$ cat src/rtl/paridade_serial_ctrl.sv
// Parity serial framer: accepts a word via valid/ready, computes its parity,
// and shifts out start bit, data LSB first, parity bit and stop bit on tx.
module paridade_serial_ctrl #(
  parameter int WIDTH        = 8,
  parameter int CLKS_PER_BIT = 4,
  parameter int ODD          = 0
) (
  input  logic             clk,
  input  logic             rst_n,
  input  logic [WIDTH-1:0] in,
  input  logic             in_valid,
  output logic             in_ready,
  output logic             tx,
  output logic             busy,
  output logic             par,
  output logic             done
);

  localparam int CW = (CLKS_PER_BIT > 1) ? $clog2(CLKS_PER_BIT) : 1;
  localparam int BW = (WIDTH > 1) ? $clog2(WIDTH) : 1;
  localparam logic ODD_BIT = (ODD != 0);

  localparam logic [2:0] S_IDLE   = 3'd0;
  localparam logic [2:0] S_START  = 3'd1;
  localparam logic [2:0] S_DATA   = 3'd2;
  localparam logic [2:0] S_PARITY = 3'd3;
  localparam logic [2:0] S_STOP   = 3'd4;

  logic [2:0]       state_q, state_d;
  logic [CW-1:0]    cyc_q, cyc_d;
  logic [BW-1:0]    bit_q, bit_d;
  logic [WIDTH-1:0] shreg_q, shreg_d;
  logic             par_q, par_d;
  logic             tx_q, tx_d;
  logic             in_ready_q, in_ready_d;
  logic             busy_q, busy_d;
  logic             done_q, done_d;
  logic             last_cyc_s;

  function automatic logic parity_of(input logic [WIDTH-1:0] w);
    parity_of = (^w) ^ ODD_BIT;
  endfunction

  // Next-state sequencing; tx is derived from the next state so it stays aligned with it.
  always_comb begin
    state_d    = state_q;
    cyc_d      = cyc_q;
    bit_d      = bit_q;
    shreg_d    = shreg_q;
    par_d      = par_q;
    in_ready_d = in_ready_q;
    busy_d     = busy_q;
    done_d     = 1'b0;
    last_cyc_s = (cyc_q == CW'(CLKS_PER_BIT - 1));
    case (state_q)
      S_IDLE: begin
        if (in_valid && in_ready_q) begin
          state_d    = S_START;
          shreg_d    = in;
          par_d      = parity_of(in);
          in_ready_d = 1'b0;
          busy_d     = 1'b1;
          cyc_d      = '0;
          bit_d      = '0;
        end else begin
          cyc_d = '0;
          bit_d = '0;
        end
      end
      S_START: begin
        if (last_cyc_s) begin
          state_d = S_DATA;
          cyc_d   = '0;
          bit_d   = '0;
        end else begin
          cyc_d = cyc_q + CW'(1);
        end
      end
      S_DATA: begin
        if (last_cyc_s) begin
          cyc_d = '0;
          if (bit_q == BW'(WIDTH - 1)) begin
            state_d = S_PARITY;
            bit_d   = '0;
          end else begin
            bit_d   = bit_q + BW'(1);
            shreg_d = shreg_q >> 1;
          end
        end else begin
          cyc_d = cyc_q + CW'(1);
        end
      end
      S_PARITY: begin
        if (last_cyc_s) begin
          state_d = S_STOP;
          cyc_d   = '0;
        end else begin
          cyc_d = cyc_q + CW'(1);
        end
      end
      S_STOP: begin
        if (last_cyc_s) begin
          state_d    = S_IDLE;
          cyc_d      = '0;
          in_ready_d = 1'b1;
          busy_d     = 1'b0;
          done_d     = 1'b1;
        end else begin
          cyc_d = cyc_q + CW'(1);
        end
      end
      default: begin
        state_d    = S_IDLE;
        cyc_d      = '0;
        bit_d      = '0;
        in_ready_d = 1'b1;
        busy_d     = 1'b0;
      end
    endcase

    case (state_d)
      S_IDLE:   tx_d = 1'b1;
      S_START:  tx_d = 1'b0;
      S_DATA:   tx_d = shreg_d[0];
      S_PARITY: tx_d = par_d;
      S_STOP:   tx_d = 1'b1;
      default:  tx_d = 1'b1;
    endcase
  end

  // State registers; reset aborts any frame and returns the line to idle.
  always_ff @(posedge clk or negedge rst_n) begin
    if (!rst_n) begin
      state_q    <= S_IDLE;
      cyc_q      <= '0;
      bit_q      <= '0;
      shreg_q    <= '0;
      par_q      <= 1'b0;
      tx_q       <= 1'b1;
      in_ready_q <= 1'b1;
      busy_q     <= 1'b0;
      done_q     <= 1'b0;
    end else begin
      state_q    <= state_d;
      cyc_q      <= cyc_d;
      bit_q      <= bit_d;
      shreg_q    <= shreg_d;
      par_q      <= par_d;
      tx_q       <= tx_d;
      in_ready_q <= in_ready_d;
      busy_q     <= busy_d;
      done_q     <= done_d;
    end
  end

  assign in_ready = in_ready_q;
  assign tx       = tx_q;
  assign busy     = busy_q;
  assign par      = par_q;
  assign done     = done_q;

endmodule
$ cat config.mk
export PLATFORM = sky130hd
export DESIGN_NAME = paridade_serial_ctrl
export DESIGN_NICKNAME = d
export VERILOG_FILES = /design/src/rtl/paridade_serial_ctrl.sv
export SDC_FILE = /design/constraint.sdc
export NUM_CORES = 1
export LEC_CHECK = 0
export ABC_CLOCK_PERIOD_IN_PS = 3500
export CORE_MARGIN = 5
export CORE_UTILIZATION = 45
export DETAILED_ROUTE_END_ITERATION = 6
export HOLD_SLACK_MARGIN = 0.06
export PLACE_DENSITY = 0.78
export REMOVE_ABC_BUFFERS = 1
export SLEW_MARGIN = 30
export SYNTH_ARGS = -nofsm -noshare
export SYNTH_HDL_FRONTEND = slang
export SYNTH_SLANG_ARGS = --single-unit
export TNS_END_PERCENT = 20
$ cat constraint.sdc
create_clock -name clk -period 3.5 [get_ports clk]
set_clock_uncertainty 0.15 [all_clocks]
set_input_delay 0.525 -clock clk [delete_from_list [all_inputs] [get_ports clk]]
set_output_delay 0.525 -clock clk [all_outputs]
set_load 0.01 [all_outputs]
==> impl_metrics.env, run 1 <==
export IMPL_synthXorXnorAreaFrac_pct=6.09
export IMPL_p_leak_uw=0.000599
export IMPL_max_vdd_ir_drop_uv=236
export IMPL_antenna_found_initial=0
export IMPL_fin_area_um2=1320
export IMPL_fp_dieH_um=60.6
export IMPL_grt_pass1_wl_um=3620
export IMPL_cp_start_kind="flip-flop"
export IMPL_io_buffers=15
export IMPL_worst_pin_slew_ps=558
export IMPL_synthDistinctLibCells=40
export IMPL_finalSetupTns_ps=0
export IMPL_synth_ff_type="dfrtp_1"
export IMPL_clkPwrFrac_pct=22.0
export IMPL_cts_setup_buffers=0
export IMPL_ys_seq_elements=21
export IMPL_dp_hpwl_um=1530
export IMPL_yosys_area_share_simple_pct=18.4
export IMPL_fin_crit_ps=2130
export IMPL_drive_above_1_share_pct=17.6
export IMPL_ys_seq_area_share_pct=45.9
export IMPL_comb_power_share_pct=23.8
export IMPL_vias=815
export IMPL_synth_compound_area_share_pct=18.9
export IMPL_row_count=18
export IMPL_swShare_pct=28.4
export IMPL_critPathKind="flip-flop to primary output"
export IMPL_crit_path_end_kind="primary output"
export IMPL_p_per_area_nw_per_um2=402
export IMPL_htreeDepth=1
export IMPL_cts_inserted_buffers=3
export IMPL_yosysWarnings=0
export IMPL_cp_arrival_ps=1460
export IMPL_drv_slew=0
export IMPL_drc=0
export IMPL_holdBufCountCts=0
export IMPL_grt_max_degree=22
export IMPL_avgSynthCellArea_um2=10.8
export IMPL_hp_start="cyc_q[0]"
export IMPL_maxCapViolCount=0
export IMPL_ios=16
export IMPL_cp_slowest_stage_delay_ps=610
export IMPL_switchingPower_uw=150
export IMPL_r2r_setup_slack_ps=1570
export IMPL_routed_via_density=5.47
export IMPL_gr_total_overflow=0
export IMPL_fin_crit_sh_pct=61.0
export IMPL_core_area_um2=2450
export IMPL_die_w_um=60.6
export IMPL_nNetsFinal=134
export IMPL_drt_iter0_drc=26
export IMPL_path_clk_slew_ps=120
export IMPL_rsz0062_at_grt="false"
export IMPL_synth_top_family_by_area="compound AO/OA/AOI/OAI gates"
export IMPL_cts_sinks=21
export IMPL_ys_top_cells_by_count="dfrtp_1, nand2_1, a22oi_1, xnor2_1"
export IMPL_synthArstFlopShare_pct=100
export IMPL_cts_root_buf="clkbuf_4"
export IMPL_yosys_area_top_type_share_pct=41.3
export IMPL_grt_pass1_vias=807
export IMPL_die_area_um2=3670
export IMPL_cts_tree="built"
export IMPL_cp_top_family="flip-flops"
export IMPL_detail_route_antenna_nets=0
export IMPL_synthMostInstantiatedCell="dfrtp_1"
export IMPL_max_freq_mhz=469
export IMPL_crit_start="in_ready"
export IMPL_synth_top_area_cell="dfrtp_1"
export IMPL_muxShareOfSynthArea_pct=1.96
export IMPL_syn_inst=106
export IMPL_path_cells="clkdlybuf4s50_1"
export IMPL_rr_startpoint="cyc_q[0]"
export IMPL_place_area_um2=1290
export IMPL_postRouteWirelength_um=2080
export IMPL_grt_use_total_pct=13.2
export IMPL_whs_ps=297
export IMPL_worstPathRequired_ps=2820
export IMPL_p_seq_share_pct=54.2
export IMPL_syn_area_um2=1150
export IMPL_clk_latency_ps=300
export IMPL_first_pass_iters=4
export IMPL_hold_viol=0
export IMPL_min_path_type="flip-flop to flip-flop"
export IMPL_post_drt_wl_per_cell_um=13.9
export IMPL_cts_resized=0
export IMPL_cp_slowest_cell="dfstp_2"
export IMPL_clock_path_buffers=2
export IMPL_n_antenna_cell=0
export IMPL_status="finished, final reports clean"
export IMPL_synthAdderAreaFrac_pct=3.26
export IMPL_synth_edf_count=0
export IMPL_area_delta_synth_final_pct=14.6
export IMPL_initial_core_util_pct=46.8
export IMPL_setup_viol=0
export IMPL_place_congestion=0.749
export IMPL_slew_limit_headroom_pct=62.8
export IMPL_p_int_uw=380
export IMPL_netlist_top_cells_area="dfrtp_1, a22oi_1, nand2_1, xnor2_1, dfstp_2"
export IMPL_critPathBufInv=1
export IMPL_crit_fanout=6
## power groups by stage
| stage | registers [µW] | logic, µW | clock network (µW) |
|---|---|---|---|
| floorplan | 291 | 78.8 | 0 |
| global placement | 290 | 123 | 0 |
| detailed placement | 292 | 128 | 0 |
| CTS | 287 | 128 | 121 |
| global route | 290 | 143 | 128 |
| finish | 287 | 126 | 117 |
## cell usage in the layout, fill, tap and decap left out, types with 3 or more instances in the layout
cell type        count
nor2_1               3
inv_1                3
clkdlybuf4s50_1     14
a22oi_1              9
clkbuf_4             3
dfrtp_1             19
ha_1                 3
o21ai_0              3
nand2_1             17
a21oi_1              3
xnor2_1              7
## registers in the layout, indices dropped and copies added, names as in the netlist
signal,flops
bit_q,3
busy,1
cyc_q,2
done,1
in_ready,1
par,1
shreg_q,8
state_q,3
tx,1
## cells by family (layout without fill, tap and decap cells)
family | Yosys count | after routing
mux | 2 | 2
flops | 21 | 21
buf+inv | 10 | 23
simple gates | 36 | 36
xor+xnor | 8 | 8
fa+ha+maj | 3 | 3
compound gates | 26 | 26
## layout make-up
cell class                 count  area [µm²]
sequential                    21         528
inverter                       3        11.3
tap                           30        37.5
multi-input combinational     75         559
timing repair buffer          16         155
fill                         226        1140
clock buffer                   4        26.3
## routing by layer
layer  vias up  GRT usage (%)  share of wire, %
met5         -              0                 0
met4         0           4.95               1.3
met3         4           3.19               3.8
met2        16           21.0                50
met1       395           17.6                45
li1        400              -                 -
## worst paths after layout
check,to,cells past startpoint
worst max-delay path,in_ready,1
worst min-delay path,cyc_q[0],1
worst max register to register,tx,5
worst min register to register,cyc_q[0],1
max in group asynchronous,in_ready,2
min in group asynchronous,shreg_q[3],2
## stage by stage
| stage | cells | setup slack, ps | utilization, % | total power (µW) |
|---|---|---|---|---|
| 3_3_place_gp | 144 | 1390 | 52.4 | 413 |
| 4_1_cts | 148 | 1360 | 53.5 | 537 |
| 5_1_grt | 149 | 1310 | 53.7 | 561 |
| 6_report | 149 | 1370 | 53.7 | 530 |
| 2_1_floorplan | 99 | 1730 | - | 370 |
| 3_5_place_dp | 144 | 1340 | 52.4 | 419 |
Power figures use the tool's default switching activity.
==> run 2: changes to the inputs <==
--- a/config.mk
+++ b/config.mk
@@ -5,12 +5,12 @@
 export SDC_FILE = /design/constraint.sdc
 export NUM_CORES = 1
 export LEC_CHECK = 0
-export ABC_CLOCK_PERIOD_IN_PS = 3500
+export ABC_CLOCK_PERIOD_IN_PS = 1800
 export CORE_MARGIN = 5
 export CORE_UTILIZATION = 45
 export DETAILED_ROUTE_END_ITERATION = 6
 export HOLD_SLACK_MARGIN = 0.06
-export PLACE_DENSITY = 0.78
+export PLACE_DENSITY = 0.8
 export REMOVE_ABC_BUFFERS = 1
 export SLEW_MARGIN = 30
 export SYNTH_ARGS = -nofsm -noshare
==> constraint.sdc (replaced) <==
create_clock -name clk -period 1.8 [get_ports clk]
set_clock_uncertainty 0.15 [all_clocks]
set_input_delay 0.27 -clock clk [delete_from_list [all_inputs] [get_ports clk]]
set_output_delay 0.27 -clock clk [all_outputs]
set_load 0.01 [all_outputs]
==> run 2 against run 1 <==
  * Via count is 11% higher
  * Clock power grew 97%
  * Cell count rose by 9.4%
  * Largest power group unchanged
  * Wire length rose by 19%
  * Register-to-register slack got worse by 1600 ps
  * Sequential cell count is the same
  * Sequential share of layout area down 4.9 points
  * Non-clock buffer count up 14
  * First-iteration DRC count up 35%
  * Final area grew 14%
  * Worst setup slack lost 1300 ps
  * Critical path type is now flip-flop to flip-flop
  * Die area did not move
  * Critical endpoint is now tx
==> impl_metrics.env, run 2 (synthesized netlist as in run 1, its figures left out) <==
export IMPL_status="finished, final reports clean"
export IMPL_fp_dieH_um=60.6
export IMPL_fillers=195
export IMPL_r2r_cells=5
export IMPL_hold_viol=0
export IMPL_grt_use_total_pct=13.8
export IMPL_largest_reg_flops=8
export IMPL_cts_inserted_buffers=3
export IMPL_die_area_um2=3670
export IMPL_area_delta_synth_final_pct=30.5
export IMPL_dp_hpwl_um=1630
export IMPL_maxCapViolCount=0
export IMPL_gr_total_overflow=0
export IMPL_nNetsFinal=148
export IMPL_clock_path_buffers=2
export IMPL_cts_tree="built"
export IMPL_drc=0
export IMPL_max_freq_mhz=561
export IMPL_place_congestion=0.781
export IMPL_vias=902
export IMPL_core_area_um2=2450
export IMPL_rsz0062_at_grt="true"
export IMPL_detail_route_antenna_nets=0
export IMPL_path_cells="buf_4 -> or2b_1 -> a21oi_1 -> a2111oi_4 -> o31ai_2"
export IMPL_whs_ps=143
export IMPL_path_clk_slew_ps=120
export IMPL_first_pass_iters=4
export IMPL_p_leak_uw=0.000686
export IMPL_io_buffers=15
export IMPL_htreeDepth=1
export IMPL_clk_latency_ps=300
export IMPL_drv_slew=0
export IMPL_post_drt_wl_per_cell_um=15.2
export IMPL_top_regs="shreg_q x8, bit_q x3, state_q x3"
export IMPL_fin_crit_ps=1780
export IMPL_cp_slowest_stage_delay_ps=480
export IMPL_ios=16
export IMPL_slew_limit_headroom_pct=73.0
export IMPL_cts_root_buf="clkbuf_4"
export IMPL_drive_above_1_share_pct=31.6
export IMPL_drt_iter0_drc=35
export IMPL_layout_commonest_cell="dfrtp_1"
export IMPL_setup_viol=0
export IMPL_fin_crit_sh_pct=99.0
export IMPL_multi_input_area_um2=632
export IMPL_worst_pin_slew_ps=405
export IMPL_grt_pass1_vias=877
export IMPL_p_per_area_nw_per_um2=734
export IMPL_cp_arrival_ps=1850
export IMPL_die_w_um=60.6
export IMPL_grt_pass1_wl_um=3760
export IMPL_regMostFlops="shreg_q"
export IMPL_routed_via_density=5.53
export IMPL_holdBufCountCts=0
export IMPL_seq_area_um2=528
export IMPL_min_path_type="input pin to asynchronous set/reset pin"
export IMPL_antenna_found_initial=0
export IMPL_crit_path_end_kind="flip-flop"
export IMPL_row_count=18
export IMPL_critPathKind="flip-flop to flip-flop"
export IMPL_initial_core_util_pct=46.8
export IMPL_crit_fanout=6
export IMPL_postRouteWirelength_um=2470
export IMPL_finalSetupTns_ps=0
export IMPL_grt_max_degree=22
export IMPL_n_antenna_cell=0
export IMPL_final_cell_mix="dfrtp_1, nand2_1, buf_4"
export IMPL_worstPathRequired_ps=1870
export IMPL_cp_start_kind="flip-flop"
export IMPL_cp_slowest_cell="dfrtp_1"
export IMPL_cts_sinks=21
export IMPL_max_vdd_ir_drop_uv=451
[run 2: changes by cell type in the layout (fill, tap and decap cells not counted), sizes merged]
cell	previous run	this run
buf	1	15
clkbuf	4	3
clkdlybuf4s50	14	13
clkinv	0	1
dlygate4sd2	0	1
dlygate4sd3	1	0
dlymetal6s2s	0	1
[run 2: where the power goes]
group	total (µW)	internal [µW]	switching [µW]	leakage [µW]
clock network	230	82.8	147	0.0000177
logic	316	170	146	0.000403
registers	555	522	33.0	0.000266
total	1100	774	326	0.000686
[run 2: final timing paths]
check,from,endpoint,slack (ps)
max,state_q[0],tx,20
min,rst_n,shreg_q[3],140
max reg2reg,state_q[0],tx,20
min reg2reg,shreg_q[3],shreg_q[3],350
max in group asynchronous,rst_n,tx,1090
min in group clk,shreg_q[3],shreg_q[3],350
[run 2: per-layer routing]
layer	routed length (µm)	global-route usage, %
met5	0	0
met4	15	5.57
met3	90	3.40
met2	1300	23.5
met1	1070	16.8
[run 2: final cells by class]
class                           instances  share of cell area [%]
Timing Repair Buffer                   30                    17.6
Sequential cell                        21                    35.2
Clock inverter                          1                   0.334
Multi-Input combinational cell         75                    42.1
Clock buffer                            3                    1.50
Inverter                                3                   0.751
Tap cell                               30                    2.50
[run 2: stage by stage]
step / worst slack (ps) / total power, µW / util (%) / cell area [µm²] / instances
6_report: 18.3 / 1100 / 61.1 / 1500 / 163
5_1_grt: -56.7 / 1170 / 61.1 / 1500 / 163
4_1_cts: -38.4 / 1070 / 57.2 / 1410 / 160
3_5_place_dp: -93.8 / 839 / 55.8 / 1370 / 155
3_3_place_gp: -35.1 / 826 / 55.8 / 1370 / 155
2_1_floorplan: 28.5 / 719 / - / 1100 / 99
[run 2: what timing repair did]
item / in CTS / in global routing
pin swaps: 0 / 6
endpoints found under the setup margin: 9 / 12
gates resized for setup: 2 / 12
setup buffers: 1 / 3
[run 2: worst max-delay path: cells and delay by family (launching register included)]
family | cells | cell delay, ps
AOI/OAI and AO/OA | 3 | 640
DFF | 1 | 480
and+or+nand+nor | 1 | 250
buffers and inverters | 1 | 180
==> run 3: changes to the inputs <==
--- a/config.mk
+++ b/config.mk
@@ -8,6 +8,7 @@
 export ABC_CLOCK_PERIOD_IN_PS = 1800
 export CORE_MARGIN = 5
 export CORE_UTILIZATION = 45
+export CTS_CLUSTER_DIAMETER = 60
 export DETAILED_ROUTE_END_ITERATION = 6
 export HOLD_SLACK_MARGIN = 0.06
 export PLACE_DENSITY = 0.8
==> results of run 3 <==
No change in the layout: final DEF, timing and power equal those of run 2.
